`src/rtl/cb_arb.sv`:
```
`default_nettype none
// ============================================================================
// Module   : cb_arb
// Brief    : N-port wormhole crossbar arbiter with per-input flit FIFOs and
//            per-output round-robin allocators that lock for a whole packet.
// Revision : 1.0 - initial release
// ============================================================================
module cb_arb #(
    parameter int N     = 4,
    parameter int DW    = 8,
    parameter int DEPTH = 4
) (
    input  logic                clk,
    input  logic                rst_,
    input  logic [N*(DW+2)-1:0] idata,
    output logic [N-1:0]        ifull,
    output logic [N*(DW+2)-1:0] odata,
    input  logic [N-1:0]        oready,
    output logic [N-1:0]        ovf
);
    localparam int c_LW = $clog2(N);
    localparam int c_FW = DW + 2;
    localparam int c_AW = $clog2(DEPTH);
    localparam int c_CW = c_AW + 1;

    localparam logic [1:0] c_T_IDLE = 2'b00;
    localparam logic [1:0] c_T_HEAD = 2'b10;
    localparam logic [1:0] c_T_TAIL = 2'b11;

    localparam logic [0:0] c_ST_IDLE   = 1'b0;
    localparam logic [0:0] c_ST_LOCKED = 1'b1;

    // Input FIFOs
    logic [c_FW-1:0] r_mem   [N][DEPTH];
    logic [c_AW-1:0] r_wptr  [N];
    logic [c_AW-1:0] r_rptr  [N];
    logic [c_CW-1:0] r_cnt   [N];
    logic [N-1:0]    r_full;
    logic [N-1:0]    r_ovf;

    // Output allocators
    logic [0:0]      r_state [N];
    logic [c_LW-1:0] r_owner [N];
    logic [c_LW-1:0] r_rr    [N];
    logic [c_FW-1:0] r_odata [N];

    logic [c_FW-1:0] w_in      [N];
    logic [c_FW-1:0] w_front   [N];
    logic [c_LW-1:0] w_dest    [N];
    logic [c_CW-1:0] w_cnt_nxt [N];
    logic [N-1:0]    w_empty;
    logic [N-1:0]    w_is_head;
    logic [N-1:0]    w_wr;
    logic [N-1:0]    w_drop;
    logic [N-1:0]    w_locked;
    logic [N-1:0]    w_xfer;
    logic [N-1:0]    w_discard;
    logic [N-1:0]    w_pop;
    logic [N-1:0]    w_gnt_vld;
    logic [c_LW-1:0] w_gnt_idx [N];
    logic [c_LW-1:0] w_try;

    for (genvar p = 0; p < N; p++) begin : g_port
        assign w_in[p]      = idata[p*c_FW +: c_FW];
        assign w_front[p]   = r_mem[p][r_rptr[p]];
        assign w_dest[p]    = w_front[p][c_LW-1:0];
        assign w_empty[p]   = (r_cnt[p] == '0);
        assign w_is_head[p] = ~w_empty[p] & (w_front[p][c_FW-1 -: 2] == c_T_HEAD);
        assign w_wr[p]      = (w_in[p][c_FW-1 -: 2] != c_T_IDLE) & ~r_full[p];
        assign w_drop[p]    = (w_in[p][c_FW-1 -: 2] != c_T_IDLE) &  r_full[p];
        assign w_cnt_nxt[p] = r_cnt[p] + c_CW'(w_wr[p]) - c_CW'(w_pop[p]);
        assign odata[p*c_FW +: c_FW] = r_odata[p];
    end

    assign ifull = r_full;
    assign ovf   = r_ovf;

    // An unlocked input whose front is not a head has lost its packet context.
    always_comb begin
        w_locked = '0;
        w_xfer   = '0;
        w_pop    = '0;
        for (int q = 0; q < N; q++) begin
            if (r_state[q] == c_ST_LOCKED) begin
                w_locked[r_owner[q]] = 1'b1;
                w_xfer[q]            = oready[q] & ~w_empty[r_owner[q]];
            end
        end
        w_discard = ~w_locked & ~w_empty & ~w_is_head;
        for (int q = 0; q < N; q++) begin
            if (w_xfer[q]) begin
                w_pop[r_owner[q]] = 1'b1;
            end
        end
        w_pop = w_pop | w_discard;
    end

    // Index arithmetic is c_LW bits wide, so the scan wraps modulo N for free.
    always_comb begin
        w_try = '0;
        for (int q = 0; q < N; q++) begin
            w_gnt_vld[q] = 1'b0;
            w_gnt_idx[q] = r_rr[q];
            for (int k = 0; k < N; k++) begin
                w_try = r_rr[q] + c_LW'(k);
                if (!w_gnt_vld[q] && !w_locked[w_try] && w_is_head[w_try] &&
                    (w_dest[w_try] == c_LW'(q))) begin
                    w_gnt_vld[q] = 1'b1;
                    w_gnt_idx[q] = w_try;
                end
            end
        end
    end

    always_ff @(posedge clk) begin
        for (int p = 0; p < N; p++) begin
            if (w_wr[p]) begin
                r_mem[p][r_wptr[p]] <= w_in[p];
            end
        end
    end

    always_ff @(posedge clk or negedge rst_) begin
        if (!rst_) begin
            for (int p = 0; p < N; p++) begin
                r_wptr[p] <= '0;
                r_rptr[p] <= '0;
                r_cnt[p]  <= '0;
            end
            r_full <= '0;
            r_ovf  <= '0;
        end else begin
            for (int p = 0; p < N; p++) begin
                if (w_wr[p]) begin
                    r_wptr[p] <= r_wptr[p] + c_AW'(1);
                end
                if (w_pop[p]) begin
                    r_rptr[p] <= r_rptr[p] + c_AW'(1);
                end
                r_cnt[p]  <= w_cnt_nxt[p];
                r_full[p] <= (w_cnt_nxt[p] == c_CW'(DEPTH));
                if (w_drop[p] | w_discard[p]) begin
                    r_ovf[p] <= 1'b1;
                end
            end
        end
    end

    always_ff @(posedge clk or negedge rst_) begin
        if (!rst_) begin
            for (int q = 0; q < N; q++) begin
                r_state[q] <= c_ST_IDLE;
                r_owner[q] <= '0;
                r_rr[q]    <= '0;
                r_odata[q] <= '0;
            end
        end else begin
            for (int q = 0; q < N; q++) begin
                r_odata[q] <= '0;
                case (r_state[q])
                    c_ST_IDLE: begin
                        if (w_gnt_vld[q]) begin
                            r_state[q] <= c_ST_LOCKED;
                            r_owner[q] <= w_gnt_idx[q];
                            r_rr[q]    <= w_gnt_idx[q] + c_LW'(1);
                        end
                    end
                    c_ST_LOCKED: begin
                        if (w_xfer[q]) begin
                            r_odata[q] <= w_front[r_owner[q]];
                            if (w_front[r_owner[q]][c_FW-1 -: 2] == c_T_TAIL) begin
                                r_state[q] <= c_ST_IDLE;
                            end
                        end
                    end
                    default: r_state[q] <= c_ST_IDLE;
                endcase
            end
        end
    end

endmodule
`default_nettype wire
```
`config.mk`:
```
export PLATFORM = sky130hd
export DESIGN_NAME = cb_arb
export DESIGN_NICKNAME = d
export VERILOG_FILES = /design/src/rtl/cb_arb.sv
export SDC_FILE = /design/constraint.sdc
export NUM_CORES = 1
export LEC_CHECK = 0
export CAP_MARGIN = 5
export CELL_PAD_IN_SITES_DETAIL_PLACEMENT = 1
export CELL_PAD_IN_SITES_GLOBAL_PLACEMENT = 1
export CORE_UTILIZATION = 49
export CTS_CLUSTER_SIZE = 25
export DETAILED_ROUTE_END_ITERATION = 10
export PLACE_DENSITY = 0.78
export SLEW_MARGIN = 25
export SYNTH_ARGS = -nofsm -noshare
export SYNTH_HDL_FRONTEND = slang
export SYNTH_SLANG_ARGS = --single-unit
```
`constraint.sdc`:
```
create_clock -name clk -period 4.2 [get_ports clk]
set_input_delay 1.26 -clock clk [delete_from_list [all_inputs] [get_ports clk]]
set_output_delay 1.26 -clock clk [all_outputs]
set_load 0.1 [all_outputs]
```
* After elaboration in Yosys (flattened, before gate mapping)
Memory sizes are Yosys's and may differ from the RTL's. Index checks and enable logic that the tools add are counted.
Operators by class: add/subtract/negate cells 32, magnitude comparators 56, eq/ne operators 24, muxes and demuxes 232, bitwise gates (word level) 76, reductions and logical operators 96
Operators by type and width (count):
- 2-to-1 mux 10 bit | 28
- binary-select mux 10 bit (select 2 bit) | 8
- 2-to-1 mux 40 bit | 4
- 2-to-1 mux 2 bit | 44
- >= comparator 3 bit (second input constant) | 28
- NOT 2 -> 3 bit | 28
- demux 10 bit (select 2 bit) | 4
- 2-to-1 mux 1 bit | 76
- binary-select mux 1 bit (select 2 bit) | 36
- binary-select mux 2 bit (select 2 bit) | 16
- less-than comparator 2 x 3 -> 1 bit (second input constant) | 20
- logical AND 1 bit | 52
- adder 2 x 1 -> 2 bit (second input constant) | 16
- equality test 2 bit (second input constant) | 16
- 2-to-1 mux 4 bit | 8
- logical NOT 1 bit | 28
- OR 4 bit | 7
- adder 2 bit (second input constant) | 8
- AND 1 bit | 16
- NOT 1 bit | 16
- adder 3 x 1 -> 3 bit | 4
- equality test 3 bit (second input constant) | 4
- logical NOT 3 bit | 4
- less-than comparator 3 x 1 -> 1 bit (second input constant) | 4
- other kinds (11) | 41
Storage, ports and cells: flip-flop bits (word level) 96, bits in writable memories 160, input bits 46, output and inout port bits 48, logic and storage cells 550, memories kept 1
Memories:
- r_mem | depth 4, bits a word 40, read ports 4, clocked after Yosys merged registers in 0, write ports 4, line 34 | logic [c_FW-1:0] r_mem [N][DEPTH];

* Depth between registers and ports, before layout
depth after elaboration 34, gate-level depth with buffers 16, depth with buffers taken out 16

* Worst setup path before layout
Ideal clock, no wire load.
path type in2reg, from input port oready[0], to register r_full[1], in the netlist ifull[1], setup time 88 ps, arrival 3425 ps, required time 4112 ps, path slack 687 ps, stages on the path 11, buffers on the path 0, path through o211ai_1 -> a21o_1 -> o311ai_0 -> ha_1 -> inv_1 -> ha_1 -> inv_1 -> fa_1 -> xnor2_1 -> xnor2_1 -> nor3b_1
RTL lines:
- start: declaration | line 18 | input logic [N-1:0] oready,
- end signal: indexed assignment | line 141 | r_full[p] <= (w_cnt_nxt[p] == c_CW'(DEPTH));
- end: declaration | line 38 | logic [N-1:0] r_full;

==> flow_metrics.py <==
metrics = {
    "worst_setup_path": {
        "critPathKind": "register to register",
        "crit_path_max_fanout": 6,
        "worstPathRequired_ps": 4650,
        "worst_setup_path_start_kind": "register",
        "arrival_ps": 4230,
        "worstSetupEndpointType": "register",
    },
    "logic_synthesis": {
        "synth_warnings": 0,
        "syn_nets": 916,
        "synth-seq-cells": 256,
        "ys_types": 68,
        "yosys_most_used_dff": "edfxtp_1",
        "syn_inst": 842,
        "synth.avg_cell_area_um2": 14.5,
        "synth_edf_count": 160,
        "synthArstFlopShare_pct": 37.5,
        "synth_area_um2": 12200,
        "yosysSeqAreaShare_pct": 59.1,
    },
    "route": {
        "viasPerCell": 6.07,
        "wl_met3_mm": 1.59,
        "drc": 0,
        "wl_met2_mm": 16.1,
        "first_iter_violations": 677,
        "dr_total_vias": 7921,
        "highest_layer": "met4",
        "wirelength_mm": 32.4,
        "first_pass_iters": 7,
        "m1WireLength_mm": 13.9,
        "wl_per_cell_um": 24.8,
        "final_antenna_net_count": 0,
    },
    "cells_and_area": {
        "area_growth_pct": 19.5,
        "most-common-layout-cells": "160 x edfxtp_1, 96 x dfrtp_1, 92 x clkdlybuf4s50_1",
        "layout_commonest_cell": "edfxtp_1",
        "postLayoutCellArea_um2": 14600,
        "n_antenna_cell": 0,
        "fin_nets": 1034,
        "final_core_util_pct": 59.8,
        "layout-drive-gt1-share_pct": 18.4,
    },
    "placement": {
        "hpwl_mm": 23.1,
        "gp_congestion": 0.915,
        "postPlaceCellArea_um2": 13600,
        "numPortBuffers": 93,
    },
    "global_route": {
        "grt_usage_pct": 26.3,
        "antenna_found_initial": 0,
        "grt-ovfl-total": 0,
        "grt_start_max_net_pins": 63,
        "grt_pass1_wl_mm": 50.8,
        "first_global_vias": 8528,
    },
    "sta": {
        "hold_violations": 0,
        "slew_viol_final": 0,
        "fmax_mhz": 264,
        "fin_skew_ps": 11.1,
        "tightest_slew_ps": 996,
        "period_needed_ps": 3780,
        "rsz0062_at_grt": "no",
        "period_share_pct": 90.1,
        "setup_violations": 0,
        "tns_ps": 0,
        "slew_headroom_pct": 33.4,
    },
    "clocking": {
        "cts-root-buf": "clkbuf_16",
        "cts_tree": "built",
        "hold_buffers": 0,
        "clk_latency_ps": 550,
        "clockBufferDepth": 3,
        "numCtsBuffers": 28,
        "htree_levels": 1,
        "ctsResizeCount": 0,
        "cts_setup_buffers": 0,
        "clock_sinks": 256,
        "path_clk_slew_ps": 60,
    },
    "run": {
        "drv_cap": 0,
    },
    "floorplanning": {
        "std_cell_rows": 57,
        "initial_utilization_pct": 50.0,
        "die_h_um": 160,
        "coreArea_um2": 24400,
        "die_w_um": 160,
        "num_io_pins": 94,
        "die-area_um2": 25500,
    },
    "hold_path": {
        "worstHoldPathType": "register to register",
    },
    "outcome": {
        "status": "complete, no violations",
    },
}
[cell families (layout without fill, tap and decap cells)]
group                      after synthesis  after routing  synth area share, %
AOI/OAI and AO/OA                      120            120                 6.65
xor gates and xnor gates                23             23                 1.65
adders and majority gates               28             28                 3.12
buffers and inverters                   80            220                 2.70
DFF                                    256            256                 59.1
muxes                                   87             87                 15.3
and+or+nand+nor                        248            248                 11.5
[synth_stat cells, drive strengths merged (5+ instances only)]
master  instances  share of area, %
a211oi          9              0.59
a21o            6              0.37
a21oi          20              0.82
and2           17              0.87
buf            19              0.82
clkbuf         22              0.68
dfrtp          96                20
edfxtp        160                39
ha             24               2.5
inv            39               1.2
mux2i           5              0.41
mux4           78                15
nand2          40               1.2
nand3          17              0.70
nand3b          8              0.49
nor2           55               1.7
nor2b          42               2.2
nor3           13              0.53
nor3b          11              0.77
nor4           11              0.79
o211ai          7              0.43
o21ai          35               1.5
o22ai           6              0.36
o31ai           7              0.43
or3             6              0.35
or3b            6              0.47
xnor2          19               1.4
[area by class of cell]
| cell class | instances | area, µm² |
|---|---|---|
| Clock buffer | 39 | 802 |
| Clock inverter | 13 | 156 |
| Fill cell | 2360 | 9810 |
| Inverter | 39 | 146 |
| Multi-Input combinational cell | 506 | 4660 |
| Sequential cell | 256 | 7210 |
| Tap cell | 324 | 405 |
| Timing Repair Buffer | 129 | 1200 |
[routing by layer]
| metal | global-route usage, % | up-vias |
|---|---|---|
| li1 | - | 3463 |
| met2 | 44.3 | 268 |
| met3 | 3.69 | 62 |
| met4 | 8.44 | 0 |
| met5 | 0 | - |
| met1 | 35.5 | 4128 |
[critical path, stage by stage (launching register included)]
cell      delay, ps
dfrtp_1         550
mux4_2          640
nand2b_4        200
and3_1          260
a221oi_1        290
o211ai_1        200
ha_1            330
inv_1            70
ha_1            140
inv_1            50
fa_1            370
xnor2_1         180
xnor2_1         170
nor3b_1         250
[final timing paths]
check / to / startpoint / cells after the start / slack (ps)
max: ifull[2]$_DFF_PN0_ / r_rptr[2]$_DFFE_PN0P_ / 13 / 420
min: ovf[3]$_DFFE_PN0P_ / ovf[3]$_DFFE_PN0P_ / 1 / 470
max reg2reg: ifull[2]$_DFF_PN0_ / r_rptr[2]$_DFFE_PN0P_ / 13 / 420
min reg2reg: ovf[3]$_DFFE_PN0P_ / ovf[3]$_DFFE_PN0P_ / 1 / 470
max in group asynchronous: r_wptr[2]$_DFFE_PN0P_ / rst_ / 2 / 2550
min in group asynchronous: r_rr[1]$_DFFE_PN0P_ / rst_ / 1 / 810
[registers in the layout, indices dropped and copies added, names as in the netlist, 8 cells and up, named ones only]
register / count
r_owner: 8
r_rptr: 8
odata: 40
r_wptr: 8
r_cnt: 12
r_mem: 160
[per-stage QoR]
| stage | worst slack (ps) | hold WS (ps) | std cells |
|---|---|---|---|
| after floorplan | 687 | 517 | 842 |
| after global placement | 150 | 456 | 1254 |
| after detailed placement | -25.9 | 463 | 1254 |
| after CTS | 428 | 474 | 1306 |
| after global routing | 168 | 484 | 1306 |
| final | 415 | 468 | 1306 |
Power is not shown: default switching activity piles up to over one toggle a cycle in this logic, so the estimate is an artifact.
